<file path="config.mk">
export PLATFORM = sky130hd
export DESIGN_NAME = button_event_arbiter
export DESIGN_NICKNAME = d
export VERILOG_FILES = /design/src/rtl/button_event_arbiter_pkg.sv /design/src/rtl/evt_fifo_sync.sv /design/src/rtl/button_event_arbiter.sv
export VERILOG_INCLUDE_DIRS = /design/src /design/src/rtl
export SDC_FILE = /design/constraint.sdc
export NUM_CORES = 1
export LEC_CHECK = 0
export CAP_MARGIN = 40
export CELL_PAD_IN_SITES_DETAIL_PLACEMENT = 1
export CELL_PAD_IN_SITES_GLOBAL_PLACEMENT = 1
export CORE_ASPECT_RATIO = 0.8
export CORE_MARGIN = 2
export CORE_UTILIZATION = 45
export CTS_CLUSTER_DIAMETER = 80
export CTS_CLUSTER_SIZE = 10
export DETAILED_ROUTE_END_ITERATION = 6
export HOLD_SLACK_MARGIN = 0.1
export PLACE_DENSITY_LB_ADDON = 0.1
export REMOVE_ABC_BUFFERS = 1
export SETUP_SLACK_MARGIN = 0.4
export SLEW_MARGIN = 20
export SYNTH_ARGS = -nofsm -noshare
export SYNTH_HDL_FRONTEND = slang
export SYNTH_HIERARCHICAL = 1
export SYNTH_SLANG_ARGS = --single-unit
</file>
<file path="constraint.sdc">
create_clock -name clk -period 5.91 [get_ports clk]
set_input_delay 1.182 -clock clk [delete_from_list [all_inputs] [get_ports clk]]
set_output_delay 1.182 -clock clk [all_outputs]
set_load 0.005 [all_outputs]
</file>
<file path="src/rtl/btn_evt_defs.vh">
// rtl/btn_evt_defs.vh - event type codes and evt_data field layout
`ifndef BTN_EVT_DEFS_VH
`define BTN_EVT_DEFS_VH

localparam int EVT_W = 8;

localparam logic [1:0] EVT_DOWN = 2'd0;
localparam logic [1:0] EVT_UP   = 2'd1;
localparam logic [1:0] EVT_SHRT = 2'd2;
localparam logic [1:0] EVT_LONG = 2'd3;

localparam int EVT_BTN_MSB  = 7;
localparam int EVT_BTN_LSB  = 4;
localparam int EVT_TYPE_MSB = 1;
localparam int EVT_TYPE_LSB = 0;

`endif

</file>
<file path="src/rtl/button_event_arbiter_pkg.sv">
// rtl/button_event_arbiter_pkg.sv - shared event definitions and packing helper
package button_event_arbiter_pkg;

  `include "btn_evt_defs.vh"

  // Build an event word: button index in the high nibble, type in the low two bits.
  function automatic logic [EVT_W-1:0] pack_evt(input logic [3:0] btn, input logic [1:0] typ);
    logic [EVT_W-1:0] e;
    e = '0;
    e[EVT_BTN_MSB:EVT_BTN_LSB]   = btn;
    e[EVT_TYPE_MSB:EVT_TYPE_LSB] = typ;
    return e;
  endfunction

endpackage

</file>
<file path="src/rtl/evt_fifo_sync.sv">
// rtl/evt_fifo_sync.sv - first-word-fall-through synchronous FIFO with flush and level
module evt_fifo_sync #(
  parameter int W     = 8,
  parameter int DEPTH = 8,
  parameter int LVL_W = 7
) (
  input  logic             clk,
  input  logic             rst,
  input  logic             flush,
  input  logic [W-1:0]     wr_tdata,
  input  logic             wr_tvalid,
  output logic             wr_tready,
  output logic [W-1:0]     rd_tdata,
  output logic             rd_tvalid,
  input  logic             rd_tready,
  output logic [LVL_W-1:0] level
);

  localparam int AW = $clog2(DEPTH);

  logic [W-1:0]     mem [DEPTH];
  logic [AW-1:0]    wr_ptr;
  logic [AW-1:0]    rd_ptr;
  logic [LVL_W-1:0] level_q;
  logic             full;
  logic             do_push;
  logic             do_pop;

  // A full FIFO still accepts a write when the head leaves in the same cycle.
  assign full      = (level_q == LVL_W'(DEPTH));
  assign rd_tvalid = (level_q != '0);
  assign do_pop    = rd_tready & rd_tvalid;
  assign wr_tready = ~full | do_pop;
  assign do_push   = wr_tvalid & wr_tready & ~flush;
  assign rd_tdata  = rd_tvalid ? mem[rd_ptr] : '0;
  assign level     = level_q;

  // Pointer and occupancy bookkeeping; flush behaves like a local reset.
  always_ff @(posedge clk) begin
    if (rst || flush) begin
      wr_ptr  <= '0;
      rd_ptr  <= '0;
      level_q <= '0;
    end else begin
      if (do_push) wr_ptr <= wr_ptr + 1'b1;
      if (do_pop)  rd_ptr <= rd_ptr + 1'b1;
      if (do_push && !do_pop)      level_q <= level_q + 1'b1;
      else if (!do_push && do_pop) level_q <= level_q - 1'b1;
    end
  end

  // Storage array; contents are only observed through the occupancy gate.
  always_ff @(posedge clk) begin
    if (do_push) mem[wr_ptr] <= wr_tdata;
  end

endmodule

</file>
<file path="src/rtl/button_event_arbiter.sv">
// rtl/button_event_arbiter.sv - edge capture, round-robin serialisation and event FIFO
module button_event_arbiter
  import button_event_arbiter_pkg::*;
#(
  parameter int NUM_BTN    = 4,
  parameter int FIFO_DEPTH = 8,
  parameter int LVL_W      = 7
) (
  input  logic               clk,
  input  logic               rst,
  input  logic               en,
  input  logic               flush,
  input  logic [NUM_BTN-1:0] btn_down,
  input  logic [NUM_BTN-1:0] btn_up,
  input  logic [NUM_BTN-1:0] btn_shrt,
  input  logic [NUM_BTN-1:0] btn_long,
  output logic [EVT_W-1:0]   evt_data,
  output logic               evt_valid,
  input  logic               evt_ready,
  output logic [LVL_W-1:0]   fifo_level,
  output logic               irq,
  output logic               ovf,
  input  logic               ovf_clr
);

  localparam int NSLOT  = 4 * NUM_BTN;
  localparam int SLOT_W = $clog2(NSLOT);

  logic [NSLOT-1:0]  req;
  logic [NSLOT-1:0]  prev_q;
  logic [NSLOT-1:0]  rise;
  logic [NSLOT-1:0]  pending_q;
  logic [NSLOT-1:0]  grant_oh;
  logic [SLOT_W-1:0] ptr_q;
  logic [SLOT_W-1:0] grant_idx;
  logic              grant_vld;
  logic              init_q;
  logic              wr_ok;
  logic [EVT_W-1:0]  wr_evt;

  // Flatten the four pulse buses into slots ordered btn*4 + type.
  always_comb begin
    req = '0;
    for (int b = 0; b < NUM_BTN; b++) begin
      req[b*4 + int'(EVT_DOWN)] = btn_down[b];
      req[b*4 + int'(EVT_UP)]   = btn_up[b];
      req[b*4 + int'(EVT_SHRT)] = btn_shrt[b];
      req[b*4 + int'(EVT_LONG)] = btn_long[b];
    end
  end

  // init_q blanks the first cycle after reset so levels held through reset are not edges.
  assign rise = req & ~prev_q & {NSLOT{en & init_q}};

  // Round-robin search starting just above the last granted slot.
  always_comb begin
    int idx;
    idx       = 0;
    grant_vld = 1'b0;
    grant_idx = '0;
    grant_oh  = '0;
    for (int i = 1; i <= NSLOT; i++) begin
      idx = int'(ptr_q) + i;
      if (idx >= NSLOT) idx = idx - NSLOT;
      if (!grant_vld && pending_q[idx]) begin
        grant_vld = 1'b1;
        grant_idx = SLOT_W'(idx);
      end
    end
    grant_vld = grant_vld & wr_ok & ~flush;
    if (grant_vld) grant_oh[grant_idx] = 1'b1;
  end

  assign wr_evt = pack_evt(4'(grant_idx >> 2), grant_idx[1:0]);

  // Edge history, pending requests, round-robin pointer and sticky overflow.
  always_ff @(posedge clk) begin
    if (rst) begin
      prev_q    <= '0;
      pending_q <= '0;
      ptr_q     <= '0;
      ovf       <= 1'b0;
      init_q    <= 1'b0;
    end else begin
      prev_q <= req;
      init_q <= 1'b1;
      if (flush) pending_q <= '0;
      else       pending_q <= (pending_q & ~grant_oh) | rise;
      if (grant_vld) ptr_q <= grant_idx;
      if (!flush && |(rise & pending_q & ~grant_oh)) ovf <= 1'b1;
      else if (ovf_clr)                              ovf <= 1'b0;
    end
  end

  evt_fifo_sync #(
    .W     (EVT_W),
    .DEPTH (FIFO_DEPTH),
    .LVL_W (LVL_W)
  ) u_fifo (
    .clk       (clk),
    .rst       (rst),
    .flush     (flush),
    .wr_tdata  (wr_evt),
    .wr_tvalid (grant_vld),
    .wr_tready (wr_ok),
    .rd_tdata  (evt_data),
    .rd_tvalid (evt_valid),
    .rd_tready (evt_ready),
    .level     (fifo_level)
  );

  assign irq = evt_valid;

endmodule

</file>
# Word-level counts from Yosys, hierarchy flattened
# Memories as Yosys holds them, arrays and structs flattened. A register that Yosys moved wholly into a read port is not among the register bits.
# Index checks and enable logic that the tools add are counted.
word_totals:
  ff_bits: 51
  latchBits: 0
  mem_bits_rw: 32
  rom_bits: 0
  input_bits: 22
  out_inout_bits: 18
  word_cells: 249
  mem_count: 1
op_classes:
  n_addsub: 36
  mul: 0
  n_div: 0
  magnitude_cmp: 34
  n_eq_ne: 1
  shift: 0
  n_mux: 109
  bitwise_logic: 17
  n_reduce_logical: 43
memory_table:
  columns: ["memory", "words", "width", "rd", "rd_ports_with_merged_regs", "wr", "line_no", "text"]
  rows:
  - ["u_fifo.mem", 8, 4, 1, 1, 1, "evt_fifo_sync.sv:21", "logic [W-1:0] mem [DEPTH];"]
op_table:
  columns: ["operator", "count"]
  rows:
  - ["$lt A32 B6 Y1 const B", 16]
  - ["$mux W32", 16]
  - ["$sub A5 B5 Y6 const B", 15]
  - ["$and A16 B16 Y16", 5]
  - ["$ge A5 B5 Y1 const B", 15]
  - ["$bmux W1 S4", 16]
  - ["$mux W4", 16]
  - ["$mux W1", 54]
  - ["$add A4 B4 Y5 const B", 8]
  - ["$not A16 Y16", 2]
  - ["$add A4 B3 Y5 const B", 4]
  - ["$logic_and A1 B1 Y1", 19]
  - ["$logic_not A1 Y1", 18]
  - ["$mux W16", 1]
  - ["$or A16 B16 Y16", 1]
  - ["$reduce_or A16 Y1", 1]
  - ["$mux W7", 2]
  - ["$add A4 B2 Y5 const B", 2]
  - ["$mux W8", 1]
  - ["$add A7 B1 Y7 const B", 1]
  - ["$eq A7 B4 Y1 const B", 1]
  - ["$reduce_bool A7 Y1", 1]
  - ["$sub A6 B5 Y7 const B", 1]
  - ["$sub A7 B1 Y7 const B", 1]
  - ["14 further kinds", 23]

# Logic depth before layout (Yosys ltp)
# Gate-level depths: netlist of run 1.
depth:
  ltp_word: 62
  ltp_mapped: 24

# Cells and area by module
# The synthesis of run 1 kept the hierarchy.
modules_own_cells:
  columns: ["module", "instances", "cells_each", "area_each_um2", "seq_area_each_um2"]
  rows:
  - ["button_event_arbiter", 1, 502, 4212.8, 760.7]
  - ["evt_fifo_sync", 1, 218, 3388.2, 2242.2]

# Worst setup path after synthesis of run 1
# Ideal clock, no wire load.
synth_timing:
  path_kind: "register to register"
  startpoint: "register ptr_q[1]"
  endpoint: "register u_fifo.level_q[6], in the netlist u_fifo/level[6]"
  setup_time_ns: 0.080
  t_arrival_ns: 5.566
  path_slack_ns: 0.264
  path_stages_with_launch: 24
  path_buffers: 4
  synth_period_minus_slack_ns: 5.646
  cell_sequence: "dfxtp_1 > buf_4 > buf_4 > buf_2 > inv_1 > ha_1 > buf_1 > clkinv_1 > mux2i_1 > o211ai_1 > nor2_1 > nand4_1 > nor2_1 > a311oi_1 > nand2b_1 > nor2_1 > ha_1 > inv_1 > ha_1 > nor2b_1 > o31a_1 > mux2_2 > o21ai_0 > nor3b_1"
synth_via:
  elab_chain_cells: 59
  word_cells_on_any_way: 167
  cone_classes: "add/sub: 32; order compare: 16; mux: 81; bitwise: 4; reduce/logical: 34"
synth_rtl:
  columns: ["element", "line_no", "text"]
  rows:
  - ["start, declared", "button_event_arbiter.sv:34", "logic [SLOT_W-1:0] ptr_q;"]
  - ["start signal, assigned", "button_event_arbiter.sv:89", "if (grant_vld) ptr_q <= grant_idx;"]
  - ["$add A4 B1 Y5", "button_event_arbiter.sv:63", "idx = int'(ptr_q) + i;"]
  - ["$sub A5 B5 Y6 or $ge A5 B5 Y1 (tied branches)", "button_event_arbiter.sv:64", "if (idx >= NSLOT) idx = idx - NSLOT;"]
  - ["$mux W32", "button_event_arbiter.sv:64", null]
  - ["$bmux W1 S4", "button_event_arbiter.sv:65", "if (!grant_vld && pending_q[idx]) begin"]
  - ["$mux W1 (not written as such) (2 in a row)", "button_event_arbiter.sv:65", null]
  - ["$mux W1", "button_event_arbiter.sv:65", null]
  - ["$logic_not A1 Y1", "button_event_arbiter.sv:65", null]
  - ["$logic_and A1 B1 Y1", "button_event_arbiter.sv:65", null]
  - ["(+42 left out)", null, null]
  - ["$mux W1 (*)", "button_event_arbiter.sv:65", null]
  - ["$and A1 B1 Y1 (*) (2 in a row)", "button_event_arbiter.sv:70", "grant_vld = grant_vld & wr_ok & ~flush;"]
  - ["net grant_vld", "button_event_arbiter.sv:36", "logic grant_vld;"]
  - ["$and A1 B1 Y1 (*) (2 in a row)", "evt_fifo_sync.sv:34", "assign do_push = wr_tvalid & wr_tready & ~flush;"]
  - ["net u_fifo.do_push", "evt_fifo_sync.sv:26", "logic do_push;"]
  - ["$logic_not A1 Y1", "evt_fifo_sync.sv:48", "else if (!do_push && do_pop) level_q <= level_q - 1'b1;"]
  - ["$logic_and A1 B1 Y1", "evt_fifo_sync.sv:48", null]
  - ["$reduce_bool A2 Y1 (no source line)", null, null]
  - ["end signal, assigned", "evt_fifo_sync.sv:47", "if (do_push && !do_pop) level_q <= level_q + 1'b1;"]
  - ["end signal, assigned", "evt_fifo_sync.sv:48", null]
  - ["end, declared", "evt_fifo_sync.sv:24", "logic [LVL_W-1:0] level_q;"]
# Mark *: on every way through the listed nets, which the timed path passes. The rest lies on a longest branch. The select of a mux whose other input is x is not followed.
# A chain may end at the register's enable or synchronous reset.

# Worst setup path in the final report of run 1
layout_timing:
  startpoint: "register ptr_q[1]"
  endpoint: "register ovf"
layout_via:
  elab_chain_cells: 62
  word_cells_on_any_way: 188
  cone_classes: "add/sub: 32; order compare: 18; mux: 100; bitwise: 4; reduce/logical: 34"
layout_rtl:
  columns: ["element", "line_no", "text"]
  rows:
  - ["$add A4 B1 Y5", "button_event_arbiter.sv:63", null]
  - ["$sub A5 B5 Y6 or $ge A5 B5 Y1 (tied branches)", "button_event_arbiter.sv:64", null]
  - ["$mux W32", "button_event_arbiter.sv:64", null]
  - ["$bmux W1 S4", "button_event_arbiter.sv:65", null]
  - ["$mux W1 (not written as such) (2 in a row)", "button_event_arbiter.sv:65", null]
  - ["$mux W1", "button_event_arbiter.sv:65", null]
  - ["$logic_not A1 Y1", "button_event_arbiter.sv:65", null]
  - ["$logic_and A1 B1 Y1", "button_event_arbiter.sv:65", null]
  - ["(+43 left out)", null, null]
  - ["net grant_idx[2]", "button_event_arbiter.sv:35", "logic [SLOT_W-1:0] grant_idx;"]
  - ["(+2 left out)", null, null]
  - ["$mux W1 (not written as such)", "button_event_arbiter.sv:71", "if (grant_vld) grant_oh[grant_idx] = 1'b1;"]
  - ["$demux W1 S4 (*)", "button_event_arbiter.sv:71", null]
  - ["$mux W16 (*)", "button_event_arbiter.sv:71", null]
  - ["$not A16 Y16 (*)", "button_event_arbiter.sv:90", "if (!flush && |(rise & pending_q & ~grant_oh)) ovf <= 1'b1;"]
  - ["$and A16 B16 Y16 (*)", "button_event_arbiter.sv:90", null]
  - ["$reduce_or A16 Y1 (*)", "button_event_arbiter.sv:90", null]
  - ["$logic_and A1 B1 Y1 (*)", "button_event_arbiter.sv:90", null]
  - ["$mux W1 or $reduce_bool A2 Y1 (tied branches)", null, null]
  - ["end signal, assigned", "button_event_arbiter.sv:82", "ovf <= 1'b0;"]
  - ["end signal, assigned", "button_event_arbiter.sv:90", null]
  - ["end signal, assigned", "button_event_arbiter.sv:91", "else if (ovf_clr) ovf <= 1'b0;"]
  - ["end, declared", "button_event_arbiter.sv:22", "output logic ovf,"]
# Marked as above.

==> metrics.md, run 1 <==
| Metric | Value |
|---|---|
| Drt first pass iters | `5` |
| Final Routed Wirelength | `23860 µm` |
| Asr flop ratio synth | `0` |
| Max Root-Sink Buffers | `2` |
| Initial antenna violation count | `1` |
| Synth top area cells | `edfxtp_1, dfxtp_1, mux4_2, mux2i_1, nor2_1` |
| Gr ovfl total | `0` |
| Crit path kind | `reg2reg` |
| Post-synth EDFFs | `64` |
| Register Area | `3004 µm²` |
| Worst Hold Launch | `prev_q[4]` |
| Final hold slack | `0.5512 ns` |
| Chip width | `149.3 µm` |
| Peak supply drop | `371.3 µV` |
| Worst-skew pair later-pin latency | `0.42 ns` |
| Synth cell types | `86` |
| Synthesized area per cell | `10.56 µm²` |
| #FFs+latches synth | `118` |
| Hold Crit Class | `reg2reg` |
| Worst endpoint required time | `6.22 ns` |
| Crit path capture type | `register` |
| Post-CTS Hold Fix Bufs | `0` |
| Top-count cell post-synth | `nor2_1` |
| Reg clk slew, reported paths | `0.06 ns` |
| CTS tree | `done` |
| Root Driver | `clkbuf_16` |
| Sequential share of the synthesized area | `0.3951` |
| Cells on worst reg2reg path | `15` |
| Vias in the first global route | `6695` |
| Final setup violation count | `0` |
| First-pass GRT wire length | `37540 µm` |
| Fin util | `0.5546` |
| DIE HEIGHT | `120.2 µm` |
| Fraction of layout cells with a size suffix above 1 | `0.1844` |
| Drt initial violations | `594` |
| RR Endpoint | `ovf` |
| Core ar. | `16550 µm²` |
| WHS Endpoint | `pending_q[4]` |
| Layout Nets | `846` |
| Critical path arrival | `5.50 ns` |
| R2r startpoint | `ptr_q[1]` |
| Clock skew | `0.008666 ns` |
| Tcrit/Tclk final | `0.8786` |
| DRC viols | `0` |
| Ys Warns | `6` |
| Vias | `6345` |
| ANT nets after route | `0` |
| Hold depth | `3` |
| Total GRT Usage | `0.2763` |
| Yosys top cell by area | `edfxtp_1` |
| Max FO, Critical Path | `13` |
| Synth top area share | `0.2528` |
| Critical path startpoint category | `register` |
| Via density | `6.101` |
| CTS sink cnt | `118` |
| Fillers | `1818` |
| Setup repair after global routing missed its margin | `false` |
| Post-Syn Area | `7601 µm²` |
| # IOs | `40` |
| Top_reg_cell synth | `edfxtp_1` |
| Synthesized instance count | `720` |
| Leakage | `3.273 nW` |
| Measured slew at the worst slew-check pin | `0.8225 ns` |
| HPWL Detailed | `16960 µm` |
| Min cycle time layout | `5.192 ns` |
| GPL Wtd Cong | `0.9013` |
| TritonCTS buffer count | `17` |
| Wirelength per Cell | `22.94 µm` |
| Die area | `17950 µm²` |
| Multi-input gate area | `4395 µm²` |
| Flop2flop setup slack | `0.72 ns` |
| I/O Buffers | `39` |
| Area grow syn2layout | `20.77%` |
| H-tree depth | `4` |
| Fin. Hold Viols | `0` |
| Initial core utilization | `0.4592` |
| Synth top cells by count | `nor2_1, edfxtp_1, dfxtp_1` |
| Achievable clock frequency | `0.1926 GHz` |
| Max transition margin | `0.4496` |
| Row count | `42` |
| Max_cap viols | `0` |
| Slew Limit Fails | `0` |
| Outcome | `finished clean` |
| Largest net degree at the start of global routing | `32` |
| PD cells | `634.2 nW/µm²` |
logic make-up after synthesis:
kind of cell / synth area share
simple gates: 0.1704
compound gates: 0.1256
flops: 0.3951
mux: 0.2095
buf+inv: 0.04675
fa+ha+maj: 0.03062
xor+xnor: 0.02156
other cells: 0.0004934
layer usage:
layer,global-route usage,part of all wire,vias to the layer above
met5,0,0,-
met4,0.09762,0.019,0
met3,0.06566,0.069,37
met2,0.4329,0.48,220
met1,0.3773,0.44,3206
li1,-,-,2882
metrics by stage:
stage | TNS, ns | area, µm² | worst slack, ns | std cells | power (W)
after global routing | 0 | 9180 | 0.4380 | 1040 | 0.006152
after detailed placement | 0 | 8406 | 0.6180 | 1001 | 0.004527
final | 0 | 9180 | 0.7177 | 1040 | 0.005822
after global placement | 0 | 8404 | 0.7818 | 1001 | 0.004406
after CTS | 0 | 9074 | 0.5806 | 1033 | 0.005712
after floorplan | -0.09588 | 7513 | -0.05363 | 712 | 0.003357
area by class of cell:
type | instances | area share
clock buffer | 26 | 0.06133
inverter | 39 | 0.01649
timing repair buffer | 75 | 0.07442
antenna | 1 | 0.0002726
sequential | 118 | 0.3272
tap | 220 | 0.02999
clock inverter | 6 | 0.01145
multi-input combinational | 555 | 0.4788
what timing repair did:
action / CTS / global route
gates resized for setup: 0 / 14
endpoints found under the setup margin: 0 / 3
setup buffers: 0 / 3
worst max-delay path by stage:
stage          startpoint              end  slack [ns]  depth (start not counted)
2_1_floorplan    ptr_q[1]  u_fifo/level[6]       -0.05                         19
3_3_place_gp     ptr_q[3]  u_fifo/level[6]        0.78                         18
3_5_place_dp     ptr_q[1]              ovf        0.62                         20
4_1_cts          ptr_q[1]              ovf        0.58                         20
5_1_grt          ptr_q[1]  u_fifo/level[6]        0.44                         19
6_report         ptr_q[1]              ovf        0.72                         15
registers in the layout (all words and copies together) (netlist names), named ones only:
| signal | flops |
|---|---|
| init_q | 1 |
| ovf | 1 |
| pending_q | 16 |
| prev_q | 16 |
| ptr_q | 4 |
| u_fifo/level | 7 |
| u_fifo/mem | 64 |
| u_fifo/rd_ptr | 3 |
| u_fifo/wr_ptr | 3 |
power by group:
group	switching, W	internal, W	total, W
Sequential	0.0000833	0.00112	0.00121
Combinational	0.00220	0.00128	0.00347
Clock	0.000359	0.000782	0.00114
Total	0.00264	0.00318	0.00582
critical path, stage by stage, from the launching register on:
cell	delay, ns
dfxtp_1	0.35
inv_1	0.08
ha_2	0.53
mux4_1	0.45
mux4_2	0.64
nor4_1	0.35
and4_2	0.39
nand3_1	0.15
o2111ai_1	0.22
o21ai_1	0.20
inv_2	0.22
nand3_1	0.26
o31a_1	0.35
a2111oi_2	0.40
o2111ai_1	0.17
o31a_1	0.31
cells in the final DEF, fill, tap and decap left out, types with 7 or more instances in the layout:
cell	Yosys	routed
nor2_1	73	73
edfxtp_1	64	64
dfxtp_1	54	53
nand2_1	49	49
mux4_2	42	42
a21oi_1	39	39
clkdlybuf4s50_1	0	39
inv_1	33	33
buf_4	4	32
conb_1	1	32
mux2i_1	34	31
o21ai_0	28	28
nand3_1	27	27
nor2b_1	23	23
clkbuf_16	0	20
nor3_1	16	16
ha_1	17	15
nand3b_1	14	14
mux2_2	12	12
xor2_1	11	9
a311oi_1	9	9
o2111ai_1	7	7
Power figures use the tool's default switching activity.
==> run 2: changes to the inputs <==
--- a/config.mk
+++ b/config.mk
@@ -6,19 +6,20 @@
 export SDC_FILE = /design/constraint.sdc
 export NUM_CORES = 1
 export LEC_CHECK = 0
+export ABC_AREA = 1
 export CAP_MARGIN = 40
 export CELL_PAD_IN_SITES_DETAIL_PLACEMENT = 1
 export CELL_PAD_IN_SITES_GLOBAL_PLACEMENT = 1
 export CORE_ASPECT_RATIO = 0.8
 export CORE_MARGIN = 2
-export CORE_UTILIZATION = 45
+export CORE_UTILIZATION = 42
 export CTS_CLUSTER_DIAMETER = 80
 export CTS_CLUSTER_SIZE = 10
 export DETAILED_ROUTE_END_ITERATION = 6
 export HOLD_SLACK_MARGIN = 0.1
 export PLACE_DENSITY_LB_ADDON = 0.1
 export REMOVE_ABC_BUFFERS = 1
-export SETUP_SLACK_MARGIN = 0.4
+export SETUP_SLACK_MARGIN = 0.3
 export SLEW_MARGIN = 20
 export SYNTH_ARGS = -nofsm -noshare
 export SYNTH_HDL_FRONTEND = slang
==> run 2 against run 1 <==
  * Sequential power shrank 3%
  * Register-to-register slack gained 0.07 ns
  * Critical path type unchanged
  * Core utilization shrank 5.2 points
  * Highest routed layer unchanged
  * Sequential cell count is the same
  * Die area grew 4.5%
  * Non-clock buffer count shrank 26
  * Via count grew 3.5%
  * Cell count grew 22%
  * Wire length shrank 12%
  * Cell area shrank 5.2%
==> metrics.md, run 2 <==
| Metric | Value |
|---|---|
| Outcome | `finished clean` |
| Yosys top cell by area | `edfxtp_1` |
| Setup repair after global routing missed its margin | `false` |
| Vias in the first global route | `6469` |
| Gr ovfl total | `0` |
| #FFs+latches synth | `118` |
| Chip width | `152.7 µm` |
| Worst-skew pair later-pin latency | `0.42 ns` |
| Design area | `8698 µm²` |
| ANT nets after route | `0` |
| Top_reg_cell synth | `edfxtp_1` |
| Row count | `43` |
| TritonCTS buffer count | `17` |
| Max FO, Critical Path | `17` |
| Reg clk slew, reported paths | `0.06 ns` |
| Cts repair resizes | `0` |
| Root Driver | `clkbuf_16` |
| Max transition margin | `0.4749` |
| Met1 usage | `0.3306` |
| Placed insts | `1236` |
| Hold Crit Class | `reg2reg` |
| Max Root-Sink Buffers | `2` |
| Fraction of layout cells with a size suffix above 1 | `0.1367` |
| Max_cap viols | `0` |
| Via density | `5.168` |
| CP max stage delay | `0.57 ns` |
| Max reg flops | `64` |
| Worst endpoint required time | `6.23 ns` |
| Asr flop ratio synth | `0` |
| Setup_tns | `0 ns` |
| Post-Syn Area | `7426 µm²` |
| Largest registers | `u_fifo/mem: 64 flops, pending_q: 16 flops, prev_q: 16 flops` |
| Drt first pass iters | `4` |
| Clock skew | `0.007777 ns` |
| Sequential share of the synthesized area | `0.4044` |
| Largest net degree at the start of global routing | `34` |
| Crit path capture type | `register` |
| Post-CTS Hold Fix Bufs | `0` |
| Most frequent cells in the layout | `nor2_1, nand2_1, nand3_1` |
| WP buf/inv | `5` |
| Top-count cell post-synth | `nor2_1` |
| Final Routed Wirelength | `20880 µm` |
| Measured slew at the worst slew-check pin | `0.7847 ns` |
| Synthesized instance count | `961` |
| Core ar. | `17320 µm²` |
| I/O Buffers | `39` |
| Vias | `6568` |
| CTS sink cnt | `118` |
| DRC viols | `0` |
| Post-CTS Setup Inserts | `0` |
| Min cycle time layout | `5.125 ns` |
| GRT busiest layer | `met2` |
| Fillers | `2189` |
| Achievable clock frequency | `0.1951 GHz` |
| Synth cell types | `48` |
| Synth top area share | `0.2588` |
| Slew Limit Fails | `0` |
| Non-filler cells, final | `1271` |
| Leakage | `3.713 nW` |
| Cell mode on critical path | `nand2_1` |
| CP delay by family, top | `simple AND/OR/NAND/NOR gates` |
| Die area | `18770 µm²` |
| Antenna diodes | `0` |
| Post-synth EDFFs | `64` |
| Critical path arrival | `5.44 ns` |
| Commonest non-fill, non-tap cell in the layout | `nor2_1` |
| # IOs | `40` |
| Drt initial violations | `350` |
| PD cells | `618.1 nW/µm²` |
| Synth top cells by count | `nor2_1, nand2_1, nand3_1` |
| Layout Nets | `1073` |
| Total GRT Usage | `0.2296` |
| Global-route met3 utilization | `0.03961` |
| Initial antenna violation count | `0` |
| CTS tree | `done` |
| Initial core utilization | `0.4286` |
| Grt met2 use | `0.3629` |
| H-tree depth | `4` |
| DP Area | `8100 µm²` |
| Ys Warns | `6` |
| Fin. Hold Viols | `0` |
| Final setup violation count | `0` |
| Biggest register | `u_fifo/mem` |
| Post-layout power | `0.005376 W` |
| Tcrit/Tclk final | `0.8671` |
| HPWL Detailed | `15600 µm` |
| DIE HEIGHT | `122.9 µm` |
| Synthesized area per cell | `7.727 µm²` |
| Synth top area cells | `edfxtp_1, dfxtp_1, nor2_1, nand2_1, nand3_1` |
| CP max-delay cell | `ha_1` |
| Peak supply drop | `306.5 µV` |
| Area grow syn2layout | `17.14%` |
| First-pass GRT wire length | `33780 µm` |
| Critical path startpoint category | `register` |
| Crit path kind | `reg2reg` |
| GPL Wtd Cong | `0.8663` |
| Wirelength per Cell | `16.43 µm` |
[run 2: cell types whose count changed in the layout (fill, tap and decap cells not counted), moves of 23 or more]
cell	before	now
nand2_1	49	159
nor2_1	73	163
nand3_1	27	110
inv_1	33	102
mux4_2	42	0
o21ai_0	28	53
buf_4	32	9
mux2i_1	31	8
nor2b_1	23	0
[run 2: layout make-up]
cell class,count,area [µm²],area share
clock buffer,20,465.4,0.05351
clock inverter,12,102.6,0.01180
inverter,123,478.0,0.05495
multi-input combinational,724,3894,0.4476
sequential,118,3004,0.3454
tap,225,281.5,0.03236
timing repair buffer,49,473.0,0.05437
[run 2: logic make-up (layout without fill, tap and decap cells)]
kind of cell | Yosys count | count (layout) | share of synthesized area
AOI/OAI and AO/OA | 117 | 117 | 0.08644
xor gates and xnor gates | 11 | 11 | 0.01803
adders and majority gates | 18 | 18 | 0.03134
buffers and inverters | 150 | 204 | 0.08728
DFF | 118 | 118 | 0.4044
muxes | 8 | 8 | 0.01078
other | 1 | 32 | 0.0005050
and+or+nand+nor | 538 | 538 | 0.3612
[run 2: layer usage]
layer  wire length, µm  up-vias
met2              9401      107
met3               796       14
met4               178        0
met5                 0        -
met1             10500     3158
li1                  -     3289
[run 2: where the power goes]
group          switching [W]  internal, W
sequential         0.0000645      0.00110
combinational        0.00227     0.000959
clock               0.000374     0.000609
total                0.00271      0.00267
[run 2: worst paths after layout]
path	start	end	slack, ns	depth (start not counted)
max	ptr_q[2]	u_fifo/level[6]	0.79	30
min	ovf	ovf	0.48	2
max reg2reg	ptr_q[2]	u_fifo/level[6]	0.79	30
min reg2reg	ovf	ovf	0.48	2
[run 2: worst min-delay path, stage by stage, from the launching register on]
cell	delay (ns)
dfxtp_1	0.31
nand3b_1	0.07
nand2_1	0.05
[run 2: per-stage QoR]
| step | worst slack [ns] | hold slack (ns) | utilization |
|---|---|---|---|
| final | 0.7854 | 0.4753 | 0.5021 |
| after global routing | 0.3693 | 0.4884 | 0.5021 |
| after CTS | 0.5211 | 0.4792 | 0.5004 |
| after detailed placement | 0.5235 | 0.4674 | 0.4676 |
| after global placement | 0.7269 | 0.4572 | 0.4658 |
| after floorplan | 1.042 | 0.4364 | - |
==> run 3: changes to the inputs <==
--- a/config.mk
+++ b/config.mk
@@ -12,11 +12,10 @@
 export CELL_PAD_IN_SITES_GLOBAL_PLACEMENT = 1
 export CORE_ASPECT_RATIO = 0.8
 export CORE_MARGIN = 2
-export CORE_UTILIZATION = 42
+export CORE_UTILIZATION = 50
 export CTS_CLUSTER_DIAMETER = 80
 export CTS_CLUSTER_SIZE = 10
 export DETAILED_ROUTE_END_ITERATION = 6
-export HOLD_SLACK_MARGIN = 0.1
 export PLACE_DENSITY_LB_ADDON = 0.1
 export REMOVE_ABC_BUFFERS = 1
 export SETUP_SLACK_MARGIN = 0.3
==> constraint.sdc (replaced) <==
create_clock -name clk -period 6.35 [get_ports clk]
set_input_delay 1.27 -clock clk [delete_from_list [all_inputs] [get_ports clk]]
set_output_delay 1.27 -clock clk [all_outputs]
set_load 0.005 [all_outputs]
==> run 3 against run 2 <==
  * Sequential power down 7%
  * Fmax down 7.5%
  * Power down 2.7%
  * First-iteration DRC count up 68%
  * Sequential cell count unchanged
  * Critical path depth down 3
  * Sequential share of layout area about the same
  * Largest cell class unchanged
  * Clock skew up 0.00095 ns
  * Wire length up 17%
==> metrics.md, run 3 (synthesis gave the netlist of run 2 again) <==
| Metric | Value |
|---|---|
| Switching part of the total power | `0.5078` |
| Initial core utilization | `0.5159` |
| Worst-skew pair later-pin latency | `0.43 ns` |
| DP Area | `8046 µm²` |
| Tcrit/Tclk final | `0.8724` |
| Final setup violation count | `0` |
| Setup repair after global routing missed its margin | `false` |
| Cts repair resizes | `0` |
| Max reg flops | `64` |
| CTS sink cnt | `118` |
| First-pass GRT wire length | `39280 µm` |
| Post-CTS Hold Fix Bufs | `0` |
| Fin util | `0.6045` |
| Root Driver | `clkbuf_16` |
| CTS tree | `done` |
| Clock share of power | `0.194` |
| Initial antenna violation count | `1` |
| Total GRT Usage | `0.3214` |
| Max Root-Sink Buffers | `2` |
| Max transition margin | `0.4030` |
| Commonest non-fill, non-tap cell in the layout | `nor2_1` |
| Final Routed Wirelength | `24380 µm` |
| Reg clk slew, reported paths | `0.06 ns` |
| Core ar. | `14400 µm²` |
| Gr ovfl total | `0` |
| Layout Nets | `1073` |
| Row count | `39` |
| Outcome | `finished clean` |
| Psw | `0.002656 W` |
| Area grow syn2layout | `17.19%` |
| Chip width | `140.3 µm` |
| ANT nets after route | `0` |
| Drt initial violations | `589` |
| GPL Wtd Cong | `0.8767` |
| Peak supply drop | `361.8 µV` |
| Setup_tns | `0 ns` |
| Via density | `5.665` |
| Clock skew | `0.008728 ns` |
| # IOs | `40` |
| Comb pwr share | `0.598` |
| Sequential Power Share | `0.209` |
| PD cells | `601.1 nW/µm²` |
| Largest net degree at the start of global routing | `34` |
| Fin. Hold Viols | `0` |
| Measured slew at the worst slew-check pin | `0.8922 ns` |
| Max FO, Critical Path | `17` |
| Final hold slack | `0.4653 ns` |
| HPWL Detailed | `16620 µm` |
| Critical path startpoint category | `register` |
| Biggest register | `u_fifo/mem` |
| Largest registers | `u_fifo/mem: 64 flops, pending_q: 16 flops, prev_q: 16 flops` |
| Worst endpoint required time | `6.67 ns` |
| Fraction of layout cells with a size suffix above 1 | `0.1310` |
| Die area | `15850 µm²` |
| Min cycle time layout | `5.540 ns` |
| H-tree depth | `4` |
| Leakage | `3.743 nW` |
| Crit path kind | `reg2reg` |
| Wirelength per Cell | `19.81 µm` |
| Critical path arrival | `5.86 ns` |
| TritonCTS buffer count | `17` |
| Crit path capture type | `register` |
| I/O Buffers | `39` |
| DIE HEIGHT | `113 µm` |
| Design area | `8702 µm²` |
| Pre-CTS setup slack | `1.029 ns` |
| Most frequent cells in the layout | `nor2_1, nand2_1, nand3_1` |
| Slew Limit Fails | `0` |
| Final worst setup slack | `0.8103 ns` |
| Vias in the first global route | `7309` |
| Vias | `6973` |
| Hold Crit Class | `reg2reg` |
| Drt first pass iters | `5` |
| Max_cap viols | `0` |
| Post-CTS Setup Inserts | `0` |
| DRC viols | `0` |
| Achievable clock frequency | `0.1805 GHz` |
| Flop2flop setup slack | `0.81 ns` |
| Internal | `0.002575 W` |
run 3: cell types whose count changed in the layout (fill, tap and decap cells not counted), moves of 2 or more:
cell and change:
clkbuf_4 -2, clkbuf_1 +3, clkinv_4 -3, clkinvlp_4 -2, clkbuf_8 +3
run 3: through the flow:
step,std cells,power (W)
2_1_floorplan,965,0.003169
3_3_place_gp,1192,0.003971
3_5_place_dp,1193,0.004085
4_1_cts,1225,0.005184
5_1_grt,1231,0.005528
6_report,1231,0.005231
run 3: area by class of cell:
type	count	area (µm²)
fillers	1782	5693
multi-input cells	724	3891
flip-flops and latches	118	3003
clock buffers	25	528.0
repair buffers	49	485.5
inverters	123	474.2
well taps	184	230.2
clock inverters	7	87.58
diodes	1	2.502
run 3: critical path, stage by stage, from the launching register on:
cell and delay [ns]:
dfxtp_1 0.74, inv_4 0.22, ha_1 0.60, inv_1 0.21
nand3_1 0.15, nand2_1 0.09, nand2_2 0.10, nand2_4 0.09
nor2_8 0.15, nand4_4 0.11, nor2_4 0.14, nand4_4 0.13
nor2_4 0.18, nand4_4 0.13, nor2_8 0.19, nand3_1 0.13
nand2_1 0.16, inv_2 0.18, nand2_4 0.14, nor2_4 0.05
ha_1 0.27, inv_1 0.18, ha_1 0.33, a21oi_1 0.16
o21ai_0 0.17, xor2_1 0.18, o21ai_0 0.17, inv_1 0.06
run 3: layer usage:
metal / GRT usage / wire [µm]
met1: 0.4194 / 10700
met2: 0.5366 / 11850
met3: 0.06009 / 1164
met4: 0.1199 / 670
met5: 0 / 0
run 3: path summary, 6_finish.rpt:
path | startpoint | end | depth (start not counted)
max | ptr_q[2] | u_fifo/level[4] | 27
min | u_fifo/rd_ptr[2] | u_fifo/rd_ptr[2] | 2
max reg2reg | ptr_q[2] | u_fifo/level[4] | 27
min reg2reg | u_fifo/rd_ptr[2] | u_fifo/rd_ptr[2] | 2
run 3: power groups by stage:
stage	Clock [W]	Sequential, W	Combinational [W]
after global routing	0.00105	0.00110	0.00338
after global placement	0	0.00110	0.00287
after CTS	0.00102	0.00109	0.00308
after detailed placement	0	0.00110	0.00298
final	0.00101	0.00109	0.00313
after floorplan	0	0.00111	0.00206
